<file path="config.mk">
export PLATFORM = sky130hd
export DESIGN_NAME = systolic_array_sequencer
export DESIGN_NICKNAME = d
export VERILOG_FILES = /design/src/rtl/systolic_array_sequencer_pkg.sv /design/src/rtl/systolic_array_sequencer_skew_line.sv /design/src/rtl/systolic_array_sequencer.sv
export SDC_FILE = /design/constraint.sdc
export NUM_CORES = 2
export LEC_CHECK = 0
export CAP_MARGIN = 20
export CORE_AREA = 2 2 614 616
export DETAILED_ROUTE_END_ITERATION = 10
export DIE_AREA = 0 0 616 618
export PLACE_DENSITY_LB_ADDON = 0.08
export SKIP_CTS_REPAIR_TIMING = 1
export SYNTH_ARGS = -nofsm -noshare
export SYNTH_HDL_FRONTEND = slang
export SYNTH_SLANG_ARGS = --single-unit
</file>
<file path="constraint.sdc">
create_clock -name clk_i -period 1.93 [get_ports clk_i]
set_input_delay 0.386 -clock clk_i [delete_from_list [all_inputs] [get_ports clk_i]]
set_output_delay 0.386 -clock clk_i [all_outputs]
set_load 0.05 [all_outputs]
</file>
<file path="src/rtl/systolic_array_sequencer_pkg.sv">
// Shared types for the systolic array sequencer: data word, FSM state encoding, counter width helper.
`default_nettype none

package systolic_array_sequencer_pkg;

  localparam int unsigned DATA_WIDTH = 16;

  typedef logic [DATA_WIDTH-1:0] data_type;

  typedef enum logic [2:0] {
    IDLE   = 3'd0,
    LOAD_W = 3'd1,
    STREAM = 3'd2,
    DRAIN  = 3'd3,
    DONE   = 3'd4
  } seq_state_e;

  // Bits needed to index 0..n-1, never less than one.
  function automatic int unsigned idx_width(input int unsigned n);
    return (n < 2) ? 1 : $clog2(n);
  endfunction

endpackage

`default_nettype wire

</file>
<file path="src/rtl/systolic_array_sequencer_skew_line.sv">
// skew_line: per-lane data_type delay line of DEPTH registers; DEPTH=0 degenerates to a wire.
`default_nettype none

module skew_line
  import systolic_array_sequencer_pkg::*;
#(
  parameter int unsigned DEPTH = 1
) (
  input  logic     clk_i,
  input  logic     rst_ni,
  input  data_type d_i,
  output data_type q_o
);

  generate
    if (DEPTH == 0) begin : g_wire
      logic unused_clk_rst;
      assign unused_clk_rst = clk_i ^ rst_ni;
      assign q_o = d_i;
    end else begin : g_regs
      data_type stage [DEPTH];

      always_ff @(posedge clk_i or negedge rst_ni) begin
        if (!rst_ni) begin
          for (int k = 0; k < DEPTH; k++) stage[k] <= '0;
        end else begin
          stage[0] <= d_i;
          for (int k = 1; k < DEPTH; k++) stage[k] <= stage[k-1];
        end
      end

      assign q_o = stage[DEPTH-1];
    end
  endgenerate

endmodule

`default_nettype wire

</file>
<file path="src/rtl/systolic_array_sequencer.sv">
// systolic_array_sequencer: job controller that loads a weight tile, skews activations in, deskews results out.
// Optional SYSTOL_SEQ_PERF_EN adds perf_cycles_o / perf_bubbles_o job counters.
`default_nettype none

module systolic_array_sequencer
  import systolic_array_sequencer_pkg::*;
#(
  parameter  int unsigned ACTIVATION_COUNT = 16,
  parameter  int unsigned WEIGHT_COUNT     = 16,
  parameter  int unsigned MAX_COLS         = 256,
  localparam int unsigned NCOL_W           = $clog2(MAX_COLS + 1)
) (
  input  logic                               clk_i,
  input  logic                               rst_ni,
  input  logic                               start_i,
  input  logic     [NCOL_W-1:0]              n_cols_i,
  output logic                               busy_o,
  output logic                               done_o,
  input  logic                               w_valid_i,
  output logic                               w_ready_o,
  input  data_type [WEIGHT_COUNT-1:0]        w_col_i,
  input  logic                               a_valid_i,
  output logic                               a_ready_o,
  input  data_type [ACTIVATION_COUNT-1:0]    a_col_i,
  output logic                               r_valid_o,
  output data_type [WEIGHT_COUNT-1:0]        r_col_o,
  output logic                               arr_weight_update_o,
  output data_type [WEIGHT_COUNT-1:0]        arr_weight_o,
  output data_type [ACTIVATION_COUNT-1:0]    arr_activation_o,
  input  data_type [WEIGHT_COUNT-1:0]        arr_result_i
`ifdef SYSTOL_SEQ_PERF_EN
  ,
  output logic     [31:0]                    perf_cycles_o,
  output logic     [31:0]                    perf_bubbles_o
`endif
);

  localparam int unsigned ARRAY_LATENCY = ACTIVATION_COUNT + 1;
  localparam int unsigned TAG_DEPTH     = ARRAY_LATENCY + WEIGHT_COUNT - 1;
  localparam int unsigned WCNT_W        = idx_width(ACTIVATION_COUNT);

  localparam logic [2:0] ST_IDLE   = IDLE;
  localparam logic [2:0] ST_LOAD_W = LOAD_W;
  localparam logic [2:0] ST_STREAM = STREAM;
  localparam logic [2:0] ST_DRAIN  = DRAIN;
  localparam logic [2:0] ST_DONE   = DONE;

  localparam logic [WCNT_W-1:0] LAST_W_COL = WCNT_W'(ACTIVATION_COUNT - 1);
  localparam logic [NCOL_W-1:0] ONE_COL    = NCOL_W'(1);

  logic [2:0]                      state;
  logic [2:0]                      state_nxt;
  logic [NCOL_W-1:0]               n_cols_q;
  logic [WCNT_W-1:0]               w_cnt;
  logic [NCOL_W-1:0]               a_cnt;
  logic                            w_accept;
  logic                            a_accept;
  logic                            last_w;
  logic                            last_a;
  logic                            drain_empty;
  logic                            start_accept;
  data_type [ACTIVATION_COUNT-1:0] in_col;
  logic                            in_valid;
  logic [TAG_DEPTH-1:0]            tag;
  data_type [WEIGHT_COUNT-1:0]     deskewed;

  assign busy_o    = (state != ST_IDLE);
  assign done_o    = (state == ST_DONE);
  assign w_ready_o = (state == ST_LOAD_W);
  assign a_ready_o = (state == ST_STREAM);

  assign start_accept = (state == ST_IDLE) && start_i;
  assign w_accept     = w_ready_o && w_valid_i;
  assign a_accept     = a_ready_o && a_valid_i;
  assign last_w       = w_accept && (w_cnt == LAST_W_COL);
  assign last_a       = a_accept && ((a_cnt + ONE_COL) == n_cols_q);
  // The input register's valid counts as the head of the tag pipeline.
  assign drain_empty  = (tag == '0) && !in_valid;

  always_comb begin
    state_nxt = state;
    case (state)
      ST_IDLE:   if (start_i) state_nxt = ST_LOAD_W;
      ST_LOAD_W: if (last_w) state_nxt = (n_cols_q == '0) ? ST_DONE : ST_STREAM;
      ST_STREAM: if (last_a) state_nxt = ST_DRAIN;
      ST_DRAIN:  if (drain_empty) state_nxt = ST_DONE;
      ST_DONE:   state_nxt = ST_IDLE;
      default:   state_nxt = ST_IDLE;
    endcase
  end

  always_ff @(posedge clk_i or negedge rst_ni) begin
    if (!rst_ni) begin
      state    <= ST_IDLE;
      n_cols_q <= '0;
      w_cnt    <= '0;
      a_cnt    <= '0;
    end else begin
      state <= state_nxt;
      if (start_accept) begin
        n_cols_q <= n_cols_i;
        w_cnt    <= '0;
        a_cnt    <= '0;
      end else begin
        if (w_accept) w_cnt <= w_cnt + 1'b1;
        if (a_accept) a_cnt <= a_cnt + ONE_COL;
      end
    end
  end

  always_ff @(posedge clk_i or negedge rst_ni) begin
    if (!rst_ni) begin
      arr_weight_update_o <= 1'b0;
      arr_weight_o        <= '0;
    end else begin
      arr_weight_update_o <= w_accept;
      if (w_accept) arr_weight_o <= w_col_i;
    end
  end

  // Non-accepted cycles (bubbles, drain, idle) feed zero columns into the array.
  always_ff @(posedge clk_i or negedge rst_ni) begin
    if (!rst_ni) begin
      in_col   <= '0;
      in_valid <= 1'b0;
      tag      <= '0;
    end else begin
      in_col   <= a_accept ? a_col_i : '0;
      in_valid <= a_accept;
      tag      <= {tag[TAG_DEPTH-2:0], in_valid};
    end
  end

  generate
    for (genvar i = 0; i < ACTIVATION_COUNT; i++) begin : g_in_skew
      skew_line #(
        .DEPTH (i)
      ) u_skew (
        .clk_i  (clk_i),
        .rst_ni (rst_ni),
        .d_i    (in_col[i]),
        .q_o    (arr_activation_o[i])
      );
    end

    for (genvar z = 0; z < WEIGHT_COUNT; z++) begin : g_out_deskew
      skew_line #(
        .DEPTH (WEIGHT_COUNT - 1 - z)
      ) u_deskew (
        .clk_i  (clk_i),
        .rst_ni (rst_ni),
        .d_i    (arr_result_i[z]),
        .q_o    (deskewed[z])
      );
    end
  endgenerate

  always_ff @(posedge clk_i or negedge rst_ni) begin
    if (!rst_ni) begin
      r_valid_o <= 1'b0;
      r_col_o   <= '0;
    end else begin
      r_valid_o <= tag[TAG_DEPTH-1];
      r_col_o   <= tag[TAG_DEPTH-1] ? deskewed : '0;
    end
  end

`ifdef SYSTOL_SEQ_PERF_EN
  always_ff @(posedge clk_i or negedge rst_ni) begin
    if (!rst_ni) begin
      perf_cycles_o  <= '0;
      perf_bubbles_o <= '0;
    end else if (start_accept) begin
      perf_cycles_o  <= '0;
      perf_bubbles_o <= '0;
    end else begin
      if (state != ST_IDLE) perf_cycles_o <= perf_cycles_o + 32'd1;
      if ((state == ST_STREAM) && !a_valid_i) perf_bubbles_o <= perf_bubbles_o + 32'd1;
    end
  end
`endif

endmodule

`default_nettype wire

</file>
# Word level (Yosys, flattened, before mapping)
# Cells that the tools add are included.
# W data, S select, Z words.
[totals] rom_bits=0 ff_bits=4668 ramBits=0 latchBits=0 memories=0
[op_classes] bitwise_logic=0 mul=0 reduce_logical=14 mux=12 magnitude_cmp=0 eq_ne=10 add_sub_neg=2 n_div=0 shift=0
[op_table] op="$mux W256" n=2
[op_table] op="$logic_not A32 Y1" n=1
[op_table] op="$mux W9" n=2
[op_table] op="$mux W3" n=5
[op_table] op="$pmux W3 S4" n=1
[op_table] op="$add A9 B1 Y9 const B" n=1
[op_table] op="$eq A9 B9 Y1" n=1
[op_table] op="$logic_not A9 Y1" n=1
[op_table] op="$mux W4" n=2
[op_table] op="$eq A3 B2 Y1 const B" n=2
[op_table] op="$logic_and A1 B1 Y1" n=6
[op_table] op="$add A4 B1 Y4 const B" n=1
[op_table] op="$eq A4 B4 Y1 const B" n=1
[op_table] op="$ne A2 B1 Y1 const B" n=2
[op_table] op="$ne A2 B2 Y1 const B" n=2
[op_table] op="$reduce_and A4 Y1" n=1
[op_table] op="$reduce_bool A2 Y1" n=2
[op_table] op="$eq A3 B1 Y1 const B" n=1
[op_table] op="$eq A3 B3 Y1 const B" n=1
[op_table] op="$logic_not A3 Y1" n=1
[op_table] op="$reduce_bool A3 Y1" n=1
[op_table] op="$logic_not A1 Y1" n=1

# Logic depth before layout (Yosys ltp)
[logic_depth] word_depth=5 ltp_mapped=7

# Modules after synthesis
# A second synthesis with hierarchy kept.
[unflattened] cells_unflattened=6139 hier_area_um2=127842.6
[modules_own_cells] mod="systolic_array_sequencer" n_inst=1 area_each_um2=28147.0 cells_each=1819 seq_area_each_um2=20719.9
[modules_own_cells] mod="skew_line (g_in_skew[15].u_skew ...)" n_inst=2 area_each_um2=6125.9 cells_each=256 seq_area_each_um2=6005.8
[modules_own_cells] mod="skew_line (g_in_skew[14].u_skew ...)" n_inst=2 area_each_um2=5725.5 cells_each=240 seq_area_each_um2=5605.4
[modules_own_cells] mod="skew_line (g_in_skew[13].u_skew ...)" n_inst=2 area_each_um2=5325.1 cells_each=224 seq_area_each_um2=5205.0
[modules_own_cells] mod="skew_line (g_in_skew[12].u_skew ...)" n_inst=2 area_each_um2=4924.7 cells_each=208 seq_area_each_um2=4804.6
[modules_own_cells] mod="skew_line (g_in_skew[11].u_skew ...)" n_inst=2 area_each_um2=4524.3 cells_each=192 seq_area_each_um2=4404.2
[modules_own_cells] mod="skew_line (g_in_skew[10].u_skew ...)" n_inst=2 area_each_um2=4124.0 cells_each=176 seq_area_each_um2=4003.8
[modules_own_cells] mod="skew_line (g_in_skew[9].u_skew ...)" n_inst=2 area_each_um2=3723.6 cells_each=160 seq_area_each_um2=3603.5
[modules_own_cells] mod="skew_line (g_in_skew[8].u_skew ...)" n_inst=2 area_each_um2=3323.2 cells_each=144 seq_area_each_um2=3203.1
[modules_own_cells] mod="skew_line (g_in_skew[7].u_skew ...)" n_inst=2 area_each_um2=2922.8 cells_each=128 seq_area_each_um2=2802.7
[modules_own_cells] mod="skew_line (g_in_skew[6].u_skew ...)" n_inst=2 area_each_um2=2522.4 cells_each=112 seq_area_each_um2=2402.3
[modules_own_cells] mod="skew_line (g_in_skew[5].u_skew ...)" n_inst=2 area_each_um2=2122.0 cells_each=96 seq_area_each_um2=2001.9
[modules_own_cells] mod="skew_line (g_in_skew[4].u_skew ...)" n_inst=2 area_each_um2=1721.7 cells_each=80 seq_area_each_um2=1601.5
[modules_own_cells] mod="skew_line (g_in_skew[3].u_skew ...)" n_inst=2 area_each_um2=1321.3 cells_each=64 seq_area_each_um2=1201.2
[modules_own_cells] mod="3 more rows"

# Worst setup path after synthesis
# Ideal clock, no wire load.
[synth_timing] kind="reg-to-reg" startpoint="register state[0]" endpoint="register n_cols_q[2]" period_less_slack_ns=2.003 path_buffers=1 arrival_ns=1.878 t_required_ns=1.805 path_stages_with_launch=5 slack_ns=-0.073 path_cell_list="dfrtp_1 > or3_1 > nor2_1 > buf_4 > mux2_2"
[synth_via] elab_chain_cells=2
[synth_lines] element="start: declaration" line="systolic_array_sequencer.sv:51" text="logic [2:0] state;"
[synth_lines] element="start signal: assignment" line="systolic_array_sequencer.sv:99" text="state <= state_nxt;"
[synth_lines] element="$logic_not A3 Y1" line="systolic_array_sequencer.sv:72" text="assign start_accept = (state == ST_IDLE) && start_i;"
[synth_lines] element="$logic_and A1 B1 Y1" line="systolic_array_sequencer.sv:72"
[synth_lines] element="end signal: assignment" line="systolic_array_sequencer.sv:101" text="n_cols_q <= n_cols_i;"
[synth_lines] element="end: declaration" line="systolic_array_sequencer.sv:53" text="logic [NCOL_W-1:0] n_cols_q;"
# Every way passes these cells.
# A chain may end at the register's enable or synchronous reset.

# Final worst setup path
[layout_timing] startpoint="register state[0]" endpoint="output port a_ready_o"
[layout_via] elab_chain_cells=1
[layout_lines] element="$eq A3 B2 Y1" line="systolic_array_sequencer.sv:70" text="assign a_ready_o = (state == ST_STREAM);"
[layout_lines] element="end: declaration" line="systolic_array_sequencer.sv:23" text="output logic a_ready_o,"
# Every way passes these cells.

==> impl_metrics.toml <==
[outcome]
status = "finished with violations"
violations = "setup timing"

[clock_tree]
htreeDepth = 5
clk_latency_ps = 970
clk_pin_slew_ps = 60
numCtsBuffers = 469
cts_max_path_buffers = 4
clkSinkCount = 4668
cts_tree = "built"
root_buffer = "clkbuf_16"

[placement]
port_buffers = 1555
dpl_worst_slack_ps = -431.8
hpwl_um = 231200
routabilityCongestion = 0.9818
place_area_sq_um = 147300

[global_route]
grt-ovfl-total = 0
grt_pass1_wl_um = 448300
grt_use_total_pct = 16.59
grt_max_degree = 105
grt_pass1_vias = 59573
antenna_found_initial = 220

[final_layout]
drive_above_1_share_pct = 24.23
seq_area_sq_um = 116800
stdcell_area_sq_um = 171400
post-route-util_pct = 45.82
layout_common_cells = "dfrtp_1, clkdlybuf4s50_1, buf_6"
layout_commonest_cell = "dfrtp_1"
fin_nets = 9083
area_growth_syn_to_layout_pct = 36.12
n_fill_cell = 31897
multi_input_area_sq_um = 6933

[drt]
first_pass_iters = 5
wl_per_cell_um = 23.05
drt-initial-drc-count = 3438
vias = 55866
ant_nets = 0
drc = 0
routed_wirelength_um = 317100
post_drt_via_cell_ratio = 4.061

[sta]
worst_clock_skew_ps = 104.7
tightest_slew_ps = 602.0
finalMaxSlewViolations = 0
hold_viol = 0
timing.fmax_mhz = 396.3
fin_ws_ps = -593.5
fin_crit_ps = 2524
relSlewSlack_pct = 59.87
finalCritPeriodShare_pct = 130.8
rsz0062_at_grt = "yes"
setup_viol = 49

[synth]
synth_cells = 5899
ys_ff_latch = 4668
ys_seq_area_share_pct = 92.76
ys_warn_count = 0
synth_top_flop_cell = "dfrtp_1"
synth_edf_count = 0
yosysUniqueCellTypes = 43
syn_area_per_cell_sq_um = 21.35
syn_nets = 6683
async_reset_ff_share_pct = 100.0
synthesis.area_sq_um = 125900

[floorplan]
num_rows = 225
ioPinCount = 1556
dieArea_sq_um = 380700
core_sq_um = 374100
die_x_um = 616
die_h_um = 618
initial_core_util_pct = 33.66

[worst_setup_path]
worstPathRequired_ps = 1540
path_class = "reg -> out"
end_kind = "output port"
worstPathMaxFanout = 8
arrival_ps = 2140
cp-start-kind = "flip-flop"

[power_and_ir_drop]
ir_worst_vdd_mv = 1.166
fin_total_pwr_mw = 257.3
leakage_nw = 82.73
p_per_area_nw_per_um2 = 1501

[flow_run]
cap_violations = 0

[hold_path]
min_path_type = "in -> reg"
==> final timing paths <==
path                                                                 startpoint                                                    to  slack [ps]  cells after the start
setup / recovery                                           state[0]$_DFFE_PN0P_                                             a_ready_o        -590                      4
hold / removal                                                arr_result_i[254]                                r_col_o[254]$_DFF_PN0_          30                      2
setup reg to reg                                           state[2]$_DFFE_PN0P_                          arr_weight_o[17]$_DFFE_PN0P_          50                      6
hold reg to reg            g_out_deskew[5].u_deskew.g_regs.stage[153]$_DFF_PN0_  g_out_deskew[5].u_deskew.g_regs.stage[137]$_DFF_PN0_         280                      0
max in group asynchronous                                                rst_ni                         arr_weight_o[167]$_DFFE_PN0P_         810                      5
min in group asynchronous                                                rst_ni   g_out_deskew[7].u_deskew.g_regs.stage[72]$_DFF_PN0_         140                      3
==> metal layers <==
layer	track usage (%)	vias to the layer above	wire length (um)
li1	-	23468	-
met1	19.05	29588	114500
met2	27.69	1882	158400
met3	6.827	852	29610
met4	6.213	76	13980
met5	0.3662	-	657
==> Yosys cell counts (2+ instances only) <==
| cell type | count | area [sq um] |
|---|---|---|
| xnor2_1 | 9 | 78.83 |
| inv_2 | 2 | 7.510 |
| nand2_1 | 13 | 48.80 |
| nor3_1 | 4 | 20.02 |
| a31oi_1 | 3 | 18.77 |
| dfrtp_1 | 4668 | 116800 |
| nor2_1 | 19 | 71.32 |
| and3_1 | 257 | 1608 |
| buf_2 | 9 | 45.04 |
| mux2_1 | 11 | 123.9 |
| clkbuf_1 | 83 | 311.6 |
| mux2_2 | 254 | 2860 |
| buf_4 | 247 | 1854 |
| xor2_1 | 5 | 43.79 |
| nand3_1 | 4 | 20.02 |
| o21ai_0 | 12 | 60.06 |
| a21oi_1 | 4 | 20.02 |
| and2_1 | 256 | 1602 |
| mux2i_1 | 2 | 20.02 |
| nor3b_1 | 2 | 15.01 |
| nand4_1 | 3 | 18.77 |
| buf_6 | 2 | 22.52 |
| ha_1 | 2 | 25.02 |
| nor4_1 | 9 | 56.30 |
==> flip-flops by register name (all words and copies together), names as in the netlist <==
register,count
g_in_skew.u_skew.g_regs.stage,1680
arr_weight_o,256
a_cnt,9
w_cnt,4
g_out_deskew.u_deskew.q_o,240
g_out_deskew.u_deskew.g_regs.stage,1680
g_in_skew.u_skew.q_o,240
in_valid,1
arr_weight_update_o,1
tag,32
r_col_o,256
state,3
r_valid_o,1
n_cols_q,9
in_col,256
==> critical path, cell delays in order (launching register included) <==
cell	delay (ps)
dfrtp_1	410
buf_6	140
nor3b_4	290
buf_12	200
buf_12	150
==> report_power, final <==
group          total [mW]  internal [mW]  switching (mW)  leakage, nW
clock                93.9           56.2            37.7         8.10
sequential            117            111            5.87         59.6
combinational        46.7           17.3            29.5         15.0
==> through the flow <==
stage                     hold slack, ps  cells  setup TNS (ps)
after floorplan                    90.41   5899               0
after CTS                         -854.8  13198         -192830
after global routing              -24.45  13723          -36080
final                              26.32  13758           -2906
after detailed placement           234.9  12325          -97600
after global placement             232.4  12325          -95430
==> cell type report <==
cell class / instances / share of cell area [%]
repair buffers: 2270 / 14.40
flip-flops and latches: 4668 / 68.17
diodes: 63 / 0.09197
inverters: 3 / 0.006569
multi-input cells: 887 / 4.044
well taps: 4994 / 3.645
clock inverters: 181 / 1.570
clock buffers: 692 / 8.079
==> kinds of logic (layout without fill, tap and decap cells) <==
logic type                 count (synthesis)  in the layout  synth area share (%)
buffers and inverters                    344           3146                 1.782
AOI/OAI and AO/OA                         29             29                0.1610
adders and majority gates                  2              2               0.01987
and+or+nand+nor                          575            575                 2.798
other                                      0             63                     0
muxes                                    267            267                 2.385
DFF                                     4668           4668                 92.76
xor gates and xnor gates                  14             14               0.09737
No activity file was read; power rests on OpenSTA's default activity.
